$ cat src/rtl/intr_pkg.sv
// Shared definitions for the interrupt controller: FSM encoding, default
// source count and the fixed-priority encoder.
package intr_pkg;

  localparam int N_SRC_DEF = 4;
  localparam int MAX_SRC   = 8;

  typedef enum logic [1:0] {
    ST_IDLE   = 2'd0,
    ST_REQ    = 2'd1,
    ST_INSERV = 2'd2
  } state_t;

  // Lowest set index wins; scanning downward lets the last hit be the lowest.
  function automatic logic [2:0] prio_enc(input logic [MAX_SRC-1:0] vec);
    logic [2:0] idx;
    idx = 3'd0;
    for (int k = MAX_SRC - 1; k >= 0; k--) begin
      if (vec[k]) begin
        idx = 3'(k);
      end else begin
        idx = idx;
      end
    end
    return idx;
  endfunction

endpackage

$ cat src/rtl/irq_sync_edge.sv
// Two-flop synchronizer for one raw interrupt line, followed by a rising-edge
// detector producing a single-cycle pulse.
module irq_sync_edge (
  input  logic sys_clk,
  input  logic reset,
  input  logic irq_async,
  output logic edge_pulse
);

  logic meta_r;
  logic sync_r;
  logic prev_r;

  // Synchronizer chain plus one delayed copy for edge comparison.
  always_ff @(posedge sys_clk or negedge reset) begin
    if (!reset) begin
      meta_r <= 1'b0;
      sync_r <= 1'b0;
      prev_r <= 1'b0;
    end else begin
      meta_r <= irq_async;
      sync_r <= meta_r;
      prev_r <= sync_r;
    end
  end

  assign edge_pulse = sync_r & ~prev_r;

endmodule

$ cat src/rtl/intr_ctrl.sv
// Interrupt controller: edge-latched pending bits, mask, fixed-priority
// selection and a request/service handshake with the control unit.
module intr_ctrl
  import intr_pkg::*;
#(
  parameter int N_SRC = N_SRC_DEF,
  parameter int ID_W  = $clog2(N_SRC)
) (
  input  logic             sys_clk,
  input  logic             reset,
  input  logic [N_SRC-1:0] irq,
  input  logic             mask_ld,
  input  logic [N_SRC-1:0] mask_in,
  input  logic             INT_ACK,
  input  logic             eoi,
  output logic             INTR,
  output logic [ID_W-1:0]  irq_id,
  output logic [N_SRC-1:0] pending,
  output logic             in_service
);

  logic [N_SRC-1:0]   edge_s;
  logic [N_SRC-1:0]   mask_r;
  logic [N_SRC-1:0]   pending_r;
  logic [N_SRC-1:0]   pending_nxt_s;
  logic [N_SRC-1:0]   eligible_s;
  logic [N_SRC-1:0]   clear_s;
  logic [MAX_SRC-1:0] elig_ext_s;
  logic [ID_W-1:0]    irq_id_r;
  logic [ID_W-1:0]    irq_id_nxt_s;
  logic               intr_r;
  logic               in_service_r;
  state_t             state_r;
  state_t             state_nxt_s;

  for (genvar g = 0; g < N_SRC; g++) begin : g_src
    irq_sync_edge u_sync (
      .sys_clk    (sys_clk),
      .reset      (reset),
      .irq_async  (irq[g]),
      .edge_pulse (edge_s[g])
    );
  end

  // Next-state, id latch and pending-clear decode.
  always_comb begin
    state_nxt_s  = state_r;
    irq_id_nxt_s = irq_id_r;
    clear_s      = '0;
    eligible_s   = pending_r & mask_r;
    elig_ext_s   = '0;
    elig_ext_s[N_SRC-1:0] = eligible_s;
    case (state_r)
      ST_IDLE: begin
        if (|eligible_s) begin
          state_nxt_s  = ST_REQ;
          irq_id_nxt_s = ID_W'(prio_enc(elig_ext_s));
        end else begin
          state_nxt_s  = ST_IDLE;
        end
      end
      ST_REQ: begin
        if (INT_ACK) begin
          state_nxt_s        = ST_INSERV;
          clear_s[irq_id_r]  = 1'b1;
        end else begin
          state_nxt_s        = ST_REQ;
        end
      end
      ST_INSERV: begin
        if (eoi) begin
          state_nxt_s = ST_IDLE;
        end else begin
          state_nxt_s = ST_INSERV;
        end
      end
      default: begin
        state_nxt_s = ST_IDLE;
      end
    endcase
    // A fresh edge overrides the acknowledge clear of the same bit.
    pending_nxt_s = (pending_r & ~clear_s) | edge_s;
  end

  // FSM state, selected id and registered request/service outputs.
  always_ff @(posedge sys_clk or negedge reset) begin
    if (!reset) begin
      state_r      <= ST_IDLE;
      irq_id_r     <= '0;
      intr_r       <= 1'b0;
      in_service_r <= 1'b0;
    end else begin
      state_r      <= state_nxt_s;
      irq_id_r     <= irq_id_nxt_s;
      intr_r       <= (state_nxt_s == ST_REQ);
      in_service_r <= (state_nxt_s == ST_INSERV);
    end
  end

  // Mask register and pending vector.
  always_ff @(posedge sys_clk or negedge reset) begin
    if (!reset) begin
      mask_r    <= '0;
      pending_r <= '0;
    end else begin
      pending_r <= pending_nxt_s;
      if (mask_ld) begin
        mask_r <= mask_in;
      end else begin
        mask_r <= mask_r;
      end
    end
  end

  assign INTR       = intr_r;
  assign irq_id     = irq_id_r;
  assign pending    = pending_r;
  assign in_service = in_service_r;

endmodule

$ cat config.mk
export PLATFORM = sky130hd
export DESIGN_NAME = intr_ctrl
export DESIGN_NICKNAME = d
export VERILOG_FILES = /design/src/rtl/intr_pkg.sv /design/src/rtl/irq_sync_edge.sv /design/src/rtl/intr_ctrl.sv
export SDC_FILE = /design/constraint.sdc
export NUM_CORES = 1
export LEC_CHECK = 0
export BUFFER_PORTS_ARGS = -buffer_cell sky130_fd_sc_hd__buf_2
export CAP_MARGIN = 20
export CORE_ASPECT_RATIO = 1.1
export CORE_MARGIN = 2
export CORE_UTILIZATION = 40
export DETAILED_ROUTE_END_ITERATION = 8
export SKIP_CTS_REPAIR_TIMING = 1
export SYNTH_ARGS = -nofsm -noshare
export SYNTH_HDL_FRONTEND = slang
export SYNTH_SLANG_ARGS = --single-unit
$ cat constraint.sdc
create_clock -name sys_clk -period 1.2 [get_ports sys_clk]
set_input_delay 0.36 -clock sys_clk [delete_from_list [all_inputs] [get_ports sys_clk]]
set_output_delay 0.36 -clock sys_clk [all_outputs]
set_load 0.02 [all_outputs]
# After elaboration in Yosys (flattened, before gate mapping)
# Cells that the tools add are included.
word_totals:
  output_inout_bits: 8
  register_bits: 26
  word_cells: 52
classes:
  n_eq_ne: 4
  magnitude_cmp: 2
  reduce_logical: 4
  n_mux: 12
  n_bitwise: 12
ops:
  columns: ["cell", "count"]
  rows:
  - ["2-bit 2-to-1 mux", 6]
  - ["4-bit AND", 2]
  - ["4-bit 2-to-1 mux", 2]
  - ["2-bit one-hot mux with 3 select lines", 1]
  - ["1-bit AND", 4]
  - ["2-bit by 1-bit == test with 1-bit output (second input constant)", 2]
  - ["2-bit == test (second input constant)", 2]
  - ["1-bit inverter", 4]
  - ["4-bit inverter", 1]
  - ["4-bit bitwise OR", 1]
  - ["4-bit OR reduction", 1]
  - ["2-bit by 3-bit < comparator with 1-bit output (second input constant)", 1]
  - ["1-bit demux with 2-bit select", 1]
  - ["2-bit by 1-bit >= comparator with 1-bit output (second input constant)", 1]
  - ["2-bit logical NOT", 1]
  - ["1-bit 2-to-1 mux", 2]
  - ["2-bit AND reduction", 1]
  - ["1-bit logical AND", 1]

# Longest topological paths before layout
# Gate-level depths: netlist of the first run.
depth:
  word_depth: 9
  ltp_mapped: 4

# By module
# Synthesis of the first run repeated with hierarchy kept, for this count alone.
unflattened:
  hier_cells: 63
  area_unflattened_um2: 934.6
by_module_without_submodules:
  columns: ["module", "area_per_inst_um2", "seq_area_each_um2", "cells_each", "n_inst"]
  rows:
  - ["intr_ctrl", 579.3, 350.3, 47, 1]
  - ["irq_sync_edge", 88.8, 75.1, 4, 4]

# Worst setup path before layout of the first run
# No wires, ideal clock.
synth_path:
  path_type: "register to register"
  startpoint: "reg pending_r[3] (netlist: pending[3])"
  endpoint: "reg intr_r (netlist: INTR)"
  path_stages_with_launch: 4
  synth_period_minus_slack_ns: 1.083
  arrival_ns: 0.956
  slack_ns: 0.117
  required_time_ns: 1.073
  setup_ns: 0.127
  path_cell_list: "dfrtp_1 > a22o_1 > nor3_2 > a211oi_1"
synth_between:
  elab_chain_len: 5
synth_rtl:
  columns: ["item", "line_no", "text"]
  rows:
  - ["start, declared", "intr_ctrl.sv:24", "logic [N_SRC-1:0] pending_r;"]
  - ["start signal, assigned", "intr_ctrl.sv:106", "pending_r <= pending_nxt_s;"]
  - ["4-bit AND", "intr_ctrl.sv:50", "eligible_s = pending_r & mask_r;"]
  - ["4-bit OR reduction", "intr_ctrl.sv:55", "if (|eligible_s) begin"]
  - ["1-bit 2-to-1 mux", "intr_ctrl.sv:55", null]
  - ["2-bit one-hot mux with 3 select lines", "intr_ctrl.sv:53", "case (state_r)"]
  - ["2-bit by 1-bit == test with 1-bit output", "intr_ctrl.sv:95", "intr_r <= (state_nxt_s == ST_REQ);"]
  - ["end signal, assigned", "intr_ctrl.sv:95", null]
  - ["end, declared", "intr_ctrl.sv:31", "logic intr_r;"]
# No other way between the ends.
# A chain may end at the register's enable or synchronous reset.

# Worst setup path in the final report of the first run
layout_path:
  startpoint: "reg pending_r[1] (netlist: pending[1])"
  endpoint: "out pending[1]"
layout_lines:
  columns: ["item", "line_no", "text"]
  rows:
  - ["end, declared", "intr_ctrl.sv:18", "output logic [N_SRC-1:0] pending,"]
# No word-level cell between the ends.

==> flow_summary.ini, run 1 <==
[run_status]
run_status = finished with violations
violations = negative setup slack

[yosys]
synth_edf_count = 0
netlist_top_cells_area = dfrtp_1 (71%), mux2_2 (4.9%), o21ai_1 (3.3%)
synth.avg_cell_area_um2 = 14.3
netlist_area_um2 = 915
ys_ff_latch = 26
yosys_warnings = 0
synth-main-ff-cell = dfrtp_1
synthCells = 64
synth_nets = 77
ys_types = 17
netlist_top_cells_count = dfrtp_1 (26), o21ai_1 (6), inv_1 (5), a21oi_1 (4), mux2_2 (4)
synth_area_leader_cell = dfrtp_1
synthMostInstantiatedCell = dfrtp_1
synthArstFlopShare_pct = 100
synth-seq-area-share_pct = 71.1
synth_top_area_share_pct = 71.1

[drt]
drt-initial-drc-count = 4
drcViolationCount = 0
highest_layer = met4
wl_met1_um = 687
dr_wl_met2_um = 690
ant_nets = 0
vias = 598
wl_per_cell_um = 12.1
routed_wl_um = 1470
viasPerCell = 4.90
dr_wl_met3_um = 72
dr.pass1.iters = 4

[sta]
timing.hold.ws_ns = 0.0134
setup_violations = 6
rsz0062_at_grt = true
slew_viol_final = 0
finalCriticalPeriod_ns = 1.27
fmax_mhz = 789
finClkSkew_ns = 0.00483
min_period_over_period_pct = 106
worst_pin_slew_ns = 0.321
max-slew-margin-rel_pct = 78.6
finalHoldViolCount = 0
finalWorstSetupSlack_ns = -0.0669

[cells_and_area]
finalNetCount = 107
diodes = 0
fin_area_um2 = 1160
area_growth_pct = 26.8
final_layout_size_suffix_gt1_share_pct = 40.2

[critical_path]
end_kind = output port
slowest_delay_ns = 0.44
slowest_stage = dfrtp_1
required_ns = 0.84
critical-path-top-delay-family = flip-flops
startpoint_type = register
path_cells = buf_6
cp.buffers_inverters = 1
criticalPathCategory = reg2out
path_max_fanout = 4
arrival_ns = 0.91

[power_and_ir_drop]
p_leak_nw = 0.543
p_per_area_nw_per_um2 = 2250
pwr-share-clk_pct = 13.3
intPower_w = 0.00172
netSwitchingFraction_pct = 34.2
seqPwrFrac_pct = 48.6
irDropWorstVdd_v = 0.00103
switchingPower_w = 0.000893
comb_power_share_pct = 38.1

[floorplan]
fp.dieH_um = 54.2
start_util_pct = 41.4
io_pins = 21
fp.dieW_um = 49.6
num_rows = 18
core_um2 = 2210
dieArea_um2 = 2690

[flow_run]
maxCapViolations = 0

[placement]
gp_congestion = 0.720
hpwl_um = 1030
port_buffers = 20
place_area_um2 = 1050

[global_route]
grt-ovfl-total = 0
grt_max_degree = 27
antenna_found_initial = 0
grt_first_pass_wirelength_um = 2480
grt_use_total_pct = 13.0
grt_pass1_vias = 531

[clock_network]
htree_levels = 1
cts_buffers = 3
cts_tree = done
clk_pin_slew_ns = 0.13
clk_latency_ns = 0.31
cts_root_buf = clkbuf_4
clock_sinks = 26
clock_path_buffers = 2

[hold_path]
hp-class = in2async
-- through the flow --
step	setup TNS (ns)	power [W]	setup WS [ns]	std cells	util, %
CTS	-0.669	0.00234	-0.122	117	48.5
detailed placement	0	0.00199	0.109	114	47.5
floorplan	0	0.00176	0.117	64	-
finish	-0.253	0.00261	-0.0669	122	52.6
global placement	0	0.00197	0.132	114	47.5
global route	-0.717	0.00278	-0.113	122	52.6
-- sequential cells by signal, summed over array words and instances, names as in the netlist --
name	cells
pending	4
g_src.u_sync.prev_r	4
g_src.u_sync.sync_r	4
in_service	1
INTR	1
irq_id	2
g_src.u_sync.meta_r	4
mask_r	4
state_r	2
-- cells in the final DEF, fill, tap and decap left out, drive strengths merged --
master  synthesis  final
nand4b          1      1
nor2            1      1
nor3            1      1
buf             1     26
inv             5      5
a22o            3      3
clkbuf          0      3
a21oi           4      4
a211oi          2      2
o21ai           8      8
a32o            1      1
o31ai           2      2
nand2           3      3
nand2b          1      1
dfrtp          26     26
mux2            4      4
nand3b          1      1
-- worst paths after layout --
check / startpoint / slack, ns / endpoint / cells after the start
setup / recovery: pending[1] / -0.07 / pending[1] / 1
hold / removal: reset / 0.01 / g_src[1].u_sync.sync_r / 2
setup reg to reg: pending[0] / 0.01 / state_r[0] / 4
hold reg to reg: g_src[2].u_sync.meta_r / 0.36 / g_src[2].u_sync.sync_r / 0
max in group asynchronous: reset / 0.93 / pending[0] / 2
min in group sys_clk: irq[0] / 0.14 / g_src[0].u_sync.meta_r / 1
-- power groups by stage --
| stage | combinational (W) | clock (W) | sequential, W |
|---|---|---|---|
| after CTS | 0.000690 | 0.000369 | 0.00128 |
| final | 0.000994 | 0.000348 | 0.00127 |
| after detailed placement | 0.000687 | 0 | 0.00130 |
| after global placement | 0.000684 | 0 | 0.00129 |
| after global routing | 0.00108 | 0.000398 | 0.00130 |
| after floorplan | 0.000376 | 0 | 0.00139 |
-- routing by layer --
metal / vias up / global-route usage (%)
met5: - / 0
met4: 0 / 11.1
met3: 2 / 3.06
met2: 20 / 19.1
met1: 292 / 16.5
li1: 284 / -
-- cell type report --
| type | instances | area (µm²) |
|---|---|---|
| clock buffers | 3 | 22.5 |
| fillers | 206 | 1050 |
| inverters | 5 | 18.8 |
| multi-input cells | 32 | 234 |
| flip-flops and latches | 26 | 652 |
| well taps | 30 | 37.5 |
| repair buffers | 26 | 195 |
-- kinds of logic after synthesis --
logic type             count (synthesis)  share of synthesized area, %
DFF                                   26                          71.1
AOI/OAI and AO/OA                     20                          13.8
and+or+nand+nor                        8                          6.84
buffers and inverters                  6                          3.28
muxes                                  4                          4.92
No activity file was read; power rests on OpenSTA's default activity.
==> inputs of run 2 (changes only) <==
- BUFFER_PORTS_ARGS: -buffer_cell sky130_fd_sc_hd__buf_2 -> -buffer_cell sky130_fd_sc_hd__buf_4
- GPL_TIMING_DRIVEN: not set -> 1
==> run 2 against run 1 <==
The flow still finishes with violations (negative setup slack). Sequential power barely moved. Critical endpoint is now pending[2]. Final cell count increased by 0.82%. Count of clock-buffer cells in the layout stayed put. Via count increased by 0.33%. Core utilization is 2.9 points higher. Critical path depth unchanged.
==> flow_summary.ini, run 2 (synthesis gave the netlist of run 1 again) <==
[floorplan]
num_rows = 18
io_pins = 21
fp.dieH_um = 54.2
core_um2 = 2210
dieArea_um2 = 2690
start_util_pct = 41.4
fp.dieW_um = 49.6

[placement]
gp_congestion = 0.754
port_buffers = 20
place_area_um2 = 1090

[clock_network]
cts_root_buf = clkbuf_4
cts_tree = done
clk_latency_ns = 0.31
clock_path_buffers = 2
htree_levels = 1
clock_sinks = 26
clk_pin_slew_ns = 0.13
cts_buffers = 3

[critical_path]
critical-path-top-delay-family = flip-flops
slowest_delay_ns = 0.45
slowest_stage = dfrtp_1
startpoint_type = register
cp.buffers_inverters = 1
reg2reg_slack_ns = 0.05
required_ns = 0.84
end_kind = output port
arrival_ns = 0.91
criticalPathCategory = reg2out
path_cells = buf_6
path_max_fanout = 4

[cells_and_area]
multiInputGateArea_um2 = 234
seq_area_um2 = 654
fill_cells = 208
final_common_cell = dfrtp_1
final_layout_size_suffix_gt1_share_pct = 41.9
fin_util_pct = 55.5
fin_area_um2 = 1220
finalNetCount = 107
area_growth_pct = 33.9
final_cell_mix = dfrtp_1 (23), buf_4 (17), buf_6 (8)
diodes = 0

[drt]
vias = 600
drcViolationCount = 0
wl_per_cell_um = 12.2
ant_nets = 0
drt-initial-drc-count = 4
viasPerCell = 4.88
routed_wl_um = 1500
dr.pass1.iters = 4

[flow_run]
maxCapViolations = 0

[sta]
rsz0062_at_grt = true
max-slew-margin-rel_pct = 78.9
setup_violations = 6
finalHoldViolCount = 0
slew_viol_final = 0
finalWorstSetupSlack_ns = -0.0657
min_period_over_period_pct = 105
finClkSkew_ns = 0.00497
worst_pin_slew_ns = 0.316
fmax_mhz = 790
finalCriticalPeriod_ns = 1.27

[power_and_ir_drop]
p_per_area_nw_per_um2 = 2350
irDropWorstVdd_v = 0.00119
p_leak_nw = 0.565

[global_route]
grt_first_pass_wirelength_um = 2570
grt-ovfl-total = 0
grt_use_total_pct = 13.3
grt_pass1_vias = 603
grt_max_degree = 27
antenna_found_initial = 0

[run_status]
run_status = finished with violations
violations = negative setup slack

[hold_path]
hp-class = in2reg
## run 2: cell count changes in the layout (fill, tap and decap cells not counted), sizes merged
cell,before,now
bufinv,0,1
buf,26,25
dlygate4sd3,0,1
## run 2: cell type report
class / instances / share of cell area, %
Clock buffer: 3 / 1.84
Clock inverter: 1 / 2.45
Inverter: 5 / 1.53
Multi-Input combinational cell: 32 / 19.1
Sequential cell: 26 / 53.4
Tap cell: 30 / 3.06
Timing Repair Buffer: 26 / 18.6
## run 2: power breakdown
| group | switching [W] | internal [W] | leakage (nW) |
|---|---|---|---|
| combinational | 0.000469 | 0.000539 | 0.242 |
| sequential | 0.000208 | 0.00108 | 0.295 |
| clock | 0.000242 | 0.000337 | 0.0279 |
| total | 0.000919 | 0.00195 | 0.565 |
## run 2: through the flow
stage               hold slack, ns  power [W]  setup WS (ns)  setup TNS [ns]  cells
floorplan                   0.0644    0.00176          0.117               0     64
global placement             0.278    0.00206          0.128               0    113
detailed placement           0.283    0.00209          0.117               0    113
CTS                        -0.0789    0.00267         -0.130          -0.690    117
global route                 0.112    0.00306         -0.128          -0.716    123
finish                       0.143    0.00287        -0.0657          -0.287    123
## run 2: path summary, 6_finish.rpt
kind                                        start                endpoint  cells after the start
max in group asynchronous                   reset              pending[0]                      2
setup reg to reg                       pending[2]              state_r[0]                      4
setup / recovery                       pending[2]              pending[2]                      1
min in group asynchronous                   reset               mask_r[2]                      2
hold reg to reg            g_src[2].u_sync.meta_r  g_src[2].u_sync.sync_r                      0
hold / removal                             irq[3]  g_src[3].u_sync.meta_r                      1
## run 2: per-layer routing
metal	track usage (%)	part of all wire, %	up-vias
li1	-	-	289
met1	15.4	43	294
met2	23.8	52	15
met3	2.50	4.2	2
met4	6.94	0.67	0
met5	0	0	-
==> inputs of run 3 (changes only) <==
- CORE_UTILIZATION: 40 -> 50
- PLACE_DENSITY: not set -> 0.75
- RECOVER_POWER: not set -> 50
==> run 3 against run 2 <==
The run still ends with negative setup slack left. Global-route usage up 1.9 points. Flip-flop and latch count unchanged. Cell area shrank 3.5%. Sequential share of layout area grew 1.8 points. Critical path type unchanged. Die area down 19%. Fmax fell by 0.65%. Critical path depth is the same. Highest routed layer unchanged. Setup slack worse by 0.0083 ns.
==> flow_summary.ini, run 3 (synthesis gave the netlist of run 1 again) <==
[global_route]
busiest_layer = met2
use_met1_pct = 20.2
use_met3_pct = 2.22
grt_max_degree = 27
grt_pass1_vias = 559
antenna_found_initial = 0
use_met2_pct = 23.9
grt_use_total_pct = 15.1
grt_first_pass_wirelength_um = 2420
grt-ovfl-total = 0

[placement]
hpwl_um = 1100
port_buffers = 20
gp_congestion = 0.818

[clock_network]
htree_levels = 1
cts_root_buf = clkbuf_4
cts_buffers = 3
clock_path_buffers = 2
clock_sinks = 26
cts_tree = done
clk_pin_slew_ns = 0.13
clk_latency_ns = 0.31

[critical_path]
slowest_delay_ns = 0.46
slowest_stage = dfrtp_2
cp.buffers_inverters = 1
path_cells = buf_6
startpoint_type = register
end_kind = output port
path_max_fanout = 5
critical-path-top-delay-family = flip-flops
required_ns = 0.84
arrival_ns = 0.91
criticalPathCategory = reg2out

[flow_run]
maxCapViolations = 0

[cells_and_area]
seq_area_um2 = 653
final_cell_mix = dfrtp_1 (24), buf_4 (11), buf_6 (8)
diodes = 0
fill_cells = 134
final_layout_size_suffix_gt1_share_pct = 40.2
fin_util_pct = 67.1
finalNetCount = 106
final_common_cell = dfrtp_1
multiInputGateArea_um2 = 234
area_growth_pct = 29.3

[floorplan]
num_rows = 16
start_util_pct = 51.9
core_um2 = 1760
fp.dieW_um = 44.8
dieArea_um2 = 2190
fp.dieH_um = 48.9
io_pins = 21

[sta]
fmax_mhz = 785
max-slew-margin-rel_pct = 60.1
rsz0062_at_grt = true
setup_violations = 6
worst_pin_slew_ns = 0.598
finalWorstSetupSlack_ns = -0.0740
timing.hold.ws_ns = 0.168
finClkSkew_ns = 0.00796
min_period_over_period_pct = 106
slew_viol_final = 0
finalCriticalPeriod_ns = 1.27
finalHoldViolCount = 0

[drt]
routed_wl_um = 1500
viasPerCell = 5.43
wl_per_cell_um = 13.6
vias = 597
drcViolationCount = 0
drt-initial-drc-count = 5
dr.pass1.iters = 4
ant_nets = 0

[power_and_ir_drop]
p_per_area_nw_per_um2 = 2270
irDropWorstVdd_v = 0.00124
p_leak_nw = 0.554
total_power_w = 0.00269

[run_status]
run_status = finished with violations
violations = negative setup slack

[hold_path]
hp-class = in2reg
run 3: changes by cell type in the layout (fill, tap and decap cells not counted), sizes merged:
cell    previous run  this run
clkbuf             3         9
buf               25        19
bufinv             1         0
run 3: power breakdown:
part / internal (W) / switching [W]
logic: 0.000523 / 0.000467
clock network: 0.000185 / 0.000229
registers: 0.00107 / 0.000210
run 3: metal layers:
metal	part of all wire [%]	up-vias	wire, µm
met1	42	301	634
li1	-	280	-
met4	0.87	0	13
met3	4.2	2	63
met5	0	-	0
met2	53	14	787
run 3: worst paths after layout:
kind	from	end	slack, ns	cells after the start
worst max-delay path	pending[0]	pending[0]	-0.07	1
worst min-delay path	irq[1]	g_src[1].u_sync.meta_r	0.17	1
worst max register to register	pending[1]	state_r[0]	0.06	4
worst min register to register	g_src[1].u_sync.meta_r	g_src[1].u_sync.sync_r	0.37	0
max in group asynchronous	reset	irq_id[1]	0.20	2
min in group asynchronous	reset	INTR	0.57	2
run 3: final cells by class:
class / instances / share of cell area [%]
Inverter: 5 / 1.59
Sequential cell: 26 / 55.2
Tap cell: 18 / 1.90
Timing Repair Buffer: 25 / 18.4
Multi-Input combinational cell: 32 / 19.8
Clock buffer: 4 / 3.07
run 3: through the flow:
step	cell area, µm²	TNS, ns	setup slack [ns]	std cells
2_1_floorplan	915	0	0.117	64
3_3_place_gp	1080	0	0.140	102
3_5_place_dp	1080	0	0.110	102
4_1_cts	1120	-0.609	-0.111	106
5_1_grt	1180	-0.591	-0.113	110
6_report	1180	-0.282	-0.0740	110
